--- src/rtl/data_mem_responder_pkg.sv ---
// Shared encodings for the data-bus SRAM responder.
// FSM states and sticky protocol-error bit positions.
package data_mem_responder_pkg;

   typedef enum logic [2:0] {
      S_IDLE     = 3'd0,
      S_RD       = 3'd1,
      S_WR_SETUP = 3'd2,
      S_WR_PULSE = 3'd3,
      S_DONE     = 3'd4
   } state_e;

   localparam int ERR_STROBE_BUSY   = 0;
   localparam int ERR_ADDR_MISMATCH = 1;

endpackage

--- src/rtl/data_mem_responder.sv ---
// Memory-side responder for the early-strobe/stall data bus.
// Drives an asynchronous SRAM with programmable read/write wait states.
module data_mem_responder
   import data_mem_responder_pkg::*;
#(
   parameter int ADDR_BITS = 18,
   parameter int RD_WAIT   = 1,
   parameter int WR_WAIT   = 1
) (
   input  logic                 clock,
   input  logic                 reset,
   input  logic                 Mem_EarlyStrobe,
   input  logic [31:0]          Mem_EarlyAddress,
   input  logic                 Mem_EarlyWrite,
   input  logic [31:0]          Mem_Address,
   input  logic                 Mem_Write,
   input  logic [3:0]           Mem_ByteSelect,
   input  logic [31:0]          Mem_WriteData,
   output logic [31:0]          Mem_ReadData,
   output logic                 Mem_Stall,
   output logic [ADDR_BITS-1:0] sram_addr,
   output logic [31:0]          sram_wdata,
   input  logic [31:0]          sram_rdata,
   output logic                 sram_ce,
   output logic                 sram_oe,
   output logic                 sram_we,
   output logic [3:0]           sram_be,
   output logic [1:0]           proto_err
);

   localparam logic [3:0] RdWait = 4'(RD_WAIT);
   localparam logic [3:0] WrWait = 4'(WR_WAIT);

   state_e                state_q, state_d;
   logic [3:0]            cnt_q, cnt_d;
   logic [31:0]           rdata_q, rdata_d;
   logic [ADDR_BITS-1:0]  addr_q, addr_d;
   logic [31:0]           wdata_q, wdata_d;
   logic                  ce_q, ce_d;
   logic                  oe_q, oe_d;
   logic                  we_q, we_d;
   logic [3:0]            be_q, be_d;
   logic [1:0]            err_q, err_d;

   logic                  busy;
   logic                  addr_bad;

   assign busy     = (state_q == S_RD) || (state_q == S_WR_SETUP) ||
                     (state_q == S_WR_PULSE);
   assign addr_bad = Mem_Address[ADDR_BITS+1:2] != addr_q;

   always_comb begin
      state_d = state_q;
      cnt_d   = cnt_q;
      rdata_d = rdata_q;
      addr_d  = addr_q;
      wdata_d = wdata_q;
      ce_d    = ce_q;
      oe_d    = oe_q;
      we_d    = we_q;
      be_d    = be_q;
      err_d   = err_q;

      if (busy && Mem_EarlyStrobe) err_d[ERR_STROBE_BUSY] = 1'b1;

      unique case (state_q)
         S_IDLE, S_DONE: begin
            ce_d = 1'b0;
            oe_d = 1'b0;
            we_d = 1'b0;
            if (Mem_EarlyStrobe) begin
               addr_d = Mem_EarlyAddress[ADDR_BITS+1:2];
               if (Mem_EarlyWrite) begin
                  state_d = S_WR_SETUP;
               end else begin
                  state_d = S_RD;
                  cnt_d   = RdWait;
                  ce_d    = 1'b1;
                  oe_d    = 1'b1;
               end
            end else begin
               state_d = S_IDLE;
            end
         end
         S_RD: begin
            // The counter only counts down, so its start value marks entry
            if (cnt_q == RdWait && addr_bad) err_d[ERR_ADDR_MISMATCH] = 1'b1;
            if (cnt_q != 4'd0) begin
               cnt_d = cnt_q - 4'd1;
            end else begin
               rdata_d = sram_rdata;
               ce_d    = 1'b0;
               oe_d    = 1'b0;
               state_d = S_DONE;
            end
         end
         S_WR_SETUP: begin
            if (addr_bad) err_d[ERR_ADDR_MISMATCH] = 1'b1;
            if (Mem_Write && (Mem_ByteSelect != 4'd0)) begin
               wdata_d = Mem_WriteData;
               be_d    = Mem_ByteSelect;
               ce_d    = 1'b1;
               we_d    = 1'b1;
               cnt_d   = WrWait;
               state_d = S_WR_PULSE;
            end else begin
               state_d = S_DONE;
            end
         end
         S_WR_PULSE: begin
            if (cnt_q != 4'd0) begin
               cnt_d = cnt_q - 4'd1;
            end else begin
               we_d    = 1'b0;
               ce_d    = 1'b0;
               be_d    = 4'd0;
               state_d = S_DONE;
            end
         end
         default: state_d = S_IDLE;
      endcase
   end

   always_ff @(posedge clock) begin
      if (reset) begin
         state_q <= S_IDLE;
         cnt_q   <= 4'd0;
         rdata_q <= 32'd0;
         addr_q  <= '0;
         wdata_q <= 32'd0;
         ce_q    <= 1'b0;
         oe_q    <= 1'b0;
         we_q    <= 1'b0;
         be_q    <= 4'd0;
         err_q   <= 2'd0;
      end else begin
         state_q <= state_d;
         cnt_q   <= cnt_d;
         rdata_q <= rdata_d;
         addr_q  <= addr_d;
         wdata_q <= wdata_d;
         ce_q    <= ce_d;
         oe_q    <= oe_d;
         we_q    <= we_d;
         be_q    <= be_d;
         err_q   <= err_d;
      end
   end

   assign Mem_ReadData = rdata_q;
   assign Mem_Stall    = busy;
   assign sram_addr    = addr_q;
   assign sram_wdata   = wdata_q;
   assign sram_ce      = ce_q;
   assign sram_oe      = oe_q;
   assign sram_we      = we_q;
   assign sram_be      = be_q;
   assign proto_err    = err_q;

endmodule

--- config.mk ---
export PLATFORM = sky130hd
export DESIGN_NAME = data_mem_responder
export DESIGN_NICKNAME = d
export VERILOG_FILES = /design/src/rtl/data_mem_responder_pkg.sv /design/src/rtl/data_mem_responder.sv
export SDC_FILE = /design/constraint.sdc
export NUM_CORES = 1
export LEC_CHECK = 0
export CAP_MARGIN = 15
export CORE_MARGIN = 1.5
export CORE_UTILIZATION = 30
export CTS_CLUSTER_DIAMETER = 100
export DETAILED_ROUTE_END_ITERATION = 8
export HOLD_SLACK_MARGIN = 0.05
export PLACE_DENSITY_LB_ADDON = 0.08
export SLEW_MARGIN = 5
export SYNTH_ARGS = -nofsm -noshare
export SYNTH_HDL_FRONTEND = slang
export SYNTH_SLANG_ARGS = --single-unit
export TNS_END_PERCENT = 30
--- constraint.sdc ---
create_clock -name clock -period 2.1 [get_ports clock]
set_input_delay 0.42 -clock clock [delete_from_list [all_inputs] [get_ports clock]]
set_output_delay 0.42 -clock clock [all_outputs]
set_load 0.01 [all_outputs]
# Word-level counts from Yosys, hierarchy flattened
# Cells that the tools add are included.
[word_totals]
wordCells = 75
output_inout_bits = 92
reg_bits = 98
[op_classes]
eq_ne = 15
muxes = 23
bitwise_logic = 1
n_addsub = 1
n_reduce_logical = 24
[op_table]
columns = ["operator", "count"]
rows = [
  ["2-to-1 mux 4 bit", 6],
  ["inequality test 18 bit", 1],
  ["inequality test 2 bit, second input constant", 6],
  ["case mux 4 bit (3 select lines)", 1],
  ["AND reduction 3 bit", 4],
  ["2-to-1 mux 3 bit", 3],
  ["case mux 3 bit (3 select lines)", 1],
  ["case mux 4 bit (2 select lines)", 1],
  ["AND reduction 2 bit", 4],
  ["nonzero test 4 bit", 2],
  ["equality test 3 x 2 -> 1 bit, second input constant", 2],
  ["2-to-1 mux 1 bit", 6],
  ["inequality test 2 x 1 -> 1 bit, second input constant", 3],
  ["case mux 1 bit (3 select lines)", 2],
  ["nonzero test 2 bit", 3],
  ["nonzero test 3 bit", 2],
  ["AND reduction 5 bit", 1],
  ["equality test 4 x 1 -> 1 bit, second input constant", 1],
  ["case mux 1 bit (2 select lines)", 2],
  ["OR reduction 2 bit", 2],
  ["subtractor 4 x 1 -> 4 bit, second input constant", 1],
  ["equality test 3 x 1 -> 1 bit, second input constant", 1],
  ["equality test 3 bit, second input constant", 1],
  ["logical AND 1 bit", 3],
  ["4 further kinds", 5],
]

# Longest topological paths before layout
# Gate-level depths: netlist of run 1.
[depth]
word_depth = 4
depth_mapped = 8

# Least setup slack after synthesis of run 1
# Ideal clock, no wire load.
[synth_timing]
path_kind = "in2reg"
start = "input port Mem_ByteSelect[2]"
end = "register cnt_q[0]"
setup_time_ns = 0.079
stages = 6
arrival_time_ns = 1.850
n_path_buf = 2
setup_slack_ns = 0.171
path_cell_list = "or4_1 buf_2 and3_1 buf_6 o311a_1 a211oi_2"
[synth_via]
elab_chain_cells = 4
[synth_lines]
columns = ["element", "line", "rtl"]
rows = [
  ["from (decl)", "data_mem_responder.sv:17", "input logic [3:0] Mem_ByteSelect,"],
  ["nonzero test 4 bit", "data_mem_responder.sv:99", "if (Mem_Write && (Mem_ByteSelect != 4'd0)) begin"],
  ["logical AND 1 bit", "data_mem_responder.sv:99", ""],
  ["inequality test 2 x 1 -> 1 bit (no line)", "-", ""],
  ["AND reduction 5 bit (no line)", "-", ""],
  ["to (signal assigned)", "data_mem_responder.sv:138", "cnt_q <= cnt_d;"],
  ["to (decl)", "data_mem_responder.sv:35", "logic [3:0] cnt_q, cnt_d;"],
]
# Every way passes these cells.
# A chain may end at the register's enable or synchronous reset.

# Final worst setup path of run 1
[layout_timing]
start = "register state_q[1]"
end = "output port Mem_Stall"
[layout_via]
elab_chain_cells = 3
[layout_lines]
columns = ["element", "line", "rtl"]
rows = [
  ["from (decl)", "data_mem_responder.sv:34", "state_e state_q, state_d;"],
  ["from (signal assigned)", "data_mem_responder.sv:137", "state_q <= state_d;"],
  ["equality test 3 x 1 -> 1 bit or equality test 3 x 2 -> 1 bit (tied branches)", "data_mem_responder.sv:48", "assign busy = (state_q == S_RD) || (state_q == S_WR_SETUP) ||"],
  ["logical OR 1 bit", "data_mem_responder.sv:48", ""],
  ["logical OR 1 bit *", "data_mem_responder.sv:48", ""],
  ["to (decl)", "data_mem_responder.sv:20", "output logic Mem_Stall,"],
]
# Mark *: on every way between the ends. The rest lies on a longest branch, timed or not.

==> reports/results.ini, run 1 <==
[finish]
antennaDiodeCount = 0
final_common_cell = clkdlybuf4s50_1
syn2layout_area_growth_pct = 69.2
layout_common_cells = clkdlybuf4s50_1, nand2_1, dfxtp_1, a21oi_1, buf_4
fin_area_sq_um = 6350
drive_above_1_share_pct = 6.33
final_nets = 814
final_core_util_pct = 52.4

[timing]
rsz0062_at_grt = no
hold_violations = 0
slew_viol_final = 0
finClkSkew_ns = 0.00949
setup_viol = 0
slew_headroom_pct = 70.5
clock.fmax_ghz = 0.514
tightest_slew_ns = 0.441
period_share_pct = 92.7
period_minus_slack_ns = 1.95

[place]
gp_congestion = 0.785
portBuffers = 200
placed_cell_area_sq_um = 6030
hpwl_microns = 8400

[clock_network]
htree_levels = 3
clk-insertion-delay-late_ns = 0.35
cts_made_buffers = 9
clk_pin_slew_ns = 0.06
cts_sinks = 98
clock_path_buffers = 2
root_buffer = clkbuf_16
cts_tree = done
cts_hold_buf = 0

[floorplan]
die_area_sq_um = 13200
initial_core_util_pct = 31.0
die_w_microns = 115
num_io_pins = 229
rows = 40
core_sq_um = 12100
dieHeight_microns = 115

[route]
via_per_inst = 4.51
drt_iter0_markers = 146
antenna_left = 0
drc_errors = 0
routedWlPerCell_microns = 13.7
vias = 3821
routed_wl_microns = 11600
dr.pass1.iters = 4

[critical_path]
path_cells = nor2_1 -> nor2_1 -> clkdlybuf4s50_1
critPathLaunchType = register
r2r_start = cnt_q[0]
crit_top_cell = nor2_1
slowest_delay_ns = 0.55
r2r_slack_ns = 0.18
worstSetupPathType = register to output pin
arrival_ns = 1.53
r2r_end = Mem_ReadData[26]
endpoint_kind = output pin
critPathMaxFanout = 8
slowest_stage = clkdlybuf4s50_1
reg2reg_depth = 8
required_ns = 1.68

[hold_path]
min_path_cells = 2
hold_class = register to register
hold_end = Mem_ReadData[3]
min_from = Mem_ReadData[3]

[global_route]
first_global_vias = 3718
grt-ovfl-total = 0
antenna_found_initial = 0
grt_pass1_wl_microns = 18100
grt.total_usage_pct = 17.5
grt_max_degree = 37

[pwr]
p_per_area_nw_per_um2 = 702
power_frac_seq_pct = 45.0
p_total_w = 0.00446
p_sw_w = 0.00107
internal_power_w = 0.00338
pwr-share-comb_pct = 17.4
ir_drop_uv = 390
p_sw_share_pct = 24.1
pwr-share-clk_pct = 37.6
power_leakage_nw = 2.30

[run]
cap_violations = 0

[logic_synthesis]
syn-cell-area_sq_um = 3750
synth_cell_types = 35
synth-seq-area-share_pct = 52.3
synth-seq-cells = 98
syn-instance-count = 470
ys_warn_count = 0
avgSynthCellArea_sq_um = 7.98
syn-num-nets = 610

[status]
status = complete, no violations

registers in the layout (all words and copies together) (netlist names):
register and flops:
cnt_q 4, Mem_ReadData 32, state_q 3, sram_wdata 32
sram_addr 18, sram_be 4, sram_oe 1, sram_ce 1
sram_we 1, proto_err 2
cell families (layout without fill, tap and decap cells):
logic type	after synthesis	after routing	synth area share [%]
xor gates and xnor gates	20	20	4.67
and+or+nand+nor	206	206	22.4
DFF	98	98	52.3
buffers and inverters	36	245	3.87
AOI/OAI and AO/OA	107	107	15.8
adders and majority gates	3	3	1.00
layout make-up:
class | instances | area (sq um)
Multi-Input combinational cell | 336 | 1660
Clock buffer | 14 | 264
Clock inverter | 2 | 35.0
Fill cell | 1174 | 5760
Sequential cell | 98 | 1960
Inverter | 5 | 18.8
Timing Repair Buffer | 224 | 2200
Tap cell | 168 | 210
worst max path at each step:
stage	slack [ns]	from	depth (start not counted)	endpoint
detailed placement	-0.22	Mem_ByteSelect[2]	7	sram_wdata[20]
global placement	-0.17	Mem_ByteSelect[2]	7	sram_be[3]
CTS	0.05	state_q[1]	3	Mem_Stall
global route	0.02	cnt_q[0]	8	Mem_ReadData[26]
finish	0.15	state_q[1]	3	Mem_Stall
floorplan	0.17	Mem_ByteSelect[2]	6	cnt_q[0]
power by group through the flow:
stage | Sequential (W) | Clock, W | Combinational [W]
detailed placement | 0.00204 | 0 | 0.000778
finish | 0.00200 | 0.00168 | 0.000776
floorplan | 0.00207 | 0 | 0.000264
CTS | 0.00200 | 0.00173 | 0.000783
global route | 0.00201 | 0.00183 | 0.000849
global placement | 0.00204 | 0 | 0.000773
cell usage after synthesis:
| cell | number | area [sq um] |
|---|---|---|
| o221a_2 | 2 | 22.5 |
| and2_1 | 1 | 6.26 |
| a32o_1 | 1 | 10.0 |
| nor3b_1 | 2 | 15.0 |
| a22o_1 | 4 | 35.0 |
| nand4_1 | 1 | 6.26 |
| buf_6 | 1 | 11.3 |
| ha_1 | 3 | 37.5 |
| and3_1 | 1 | 6.26 |
| a221oi_1 | 1 | 8.76 |
| nor2b_1 | 4 | 25.0 |
| o21ai_1 | 1 | 5.00 |
| buf_1 | 1 | 3.75 |
| or3b_1 | 2 | 17.5 |
| a211oi_1 | 1 | 7.51 |
| nand2b_1 | 2 | 12.5 |
| nor3_1 | 3 | 15.0 |
| a31oi_1 | 2 | 12.5 |
| inv_1 | 5 | 18.8 |
| buf_2 | 2 | 10.0 |
| a211oi_2 | 1 | 12.5 |
| o311a_1 | 1 | 10.0 |
| dfxtp_1 | 98 | 1960 |
| nand3_1 | 4 | 20.0 |
| nor4_1 | 5 | 31.3 |
| or3_1 | 1 | 6.26 |
| clkbuf_1 | 27 | 101 |
| or4_1 | 1 | 7.51 |
| nand2_1 | 166 | 623 |
| o21ai_0 | 2 | 10.0 |
| a21boi_0 | 1 | 7.51 |
| xnor2_1 | 3 | 26.3 |
| nor2_1 | 13 | 48.8 |
| xor2_1 | 17 | 149 |
| a21oi_1 | 90 | 450 |
through the flow:
stage	setup TNS, ns	hold WS [ns]	worst slack [ns]	instances
after CTS	0	0.455	0.0450	847
final	0	0.452	0.154	847
after floorplan	0	0.481	0.171	470
after detailed placement	-7.13	0.447	-0.223	831
after global routing	0	0.475	0.0240	847
after global placement	-5.00	0.441	-0.175	831
per-layer routing:
| metal | global-route usage [%] | vias up | routed length [microns] |
|---|---|---|---|
| met3 | 6.38 | 12 | 1040 |
| met5 | 0 | - | 0 |
| met4 | 7.41 | 0 | 197 |
| li1 | - | 1950 | - |
| met1 | 20.1 | 1719 | 4880 |
| met2 | 29.5 | 140 | 5470 |
critical path: cells and delay by family, from the launching register on:
family                 cells  cell delay [ns]
and+or+nand+nor            2             0.21
DFF                        1             0.41
buffers and inverters      1             0.55
what timing repair did:
item                       4_1_cts  5_1_grt
setup endpoints to repair        0       23
resized for setup                0        4
setup buffers                    0        0
No activity file was read; power rests on OpenSTA's default activity.
==> run 2: changes to the inputs <==
--- a/config.mk
+++ b/config.mk
@@ -10,6 +10,7 @@
 export CORE_UTILIZATION = 30
 export CTS_CLUSTER_DIAMETER = 100
 export DETAILED_ROUTE_END_ITERATION = 8
+export GPL_ROUTABILITY_DRIVEN = 0
 export HOLD_SLACK_MARGIN = 0.05
 export PLACE_DENSITY_LB_ADDON = 0.08
 export SLEW_MARGIN = 5
==> results of run 2 <==
The final DEF is identical to that of run 1; final timing and power are the same.
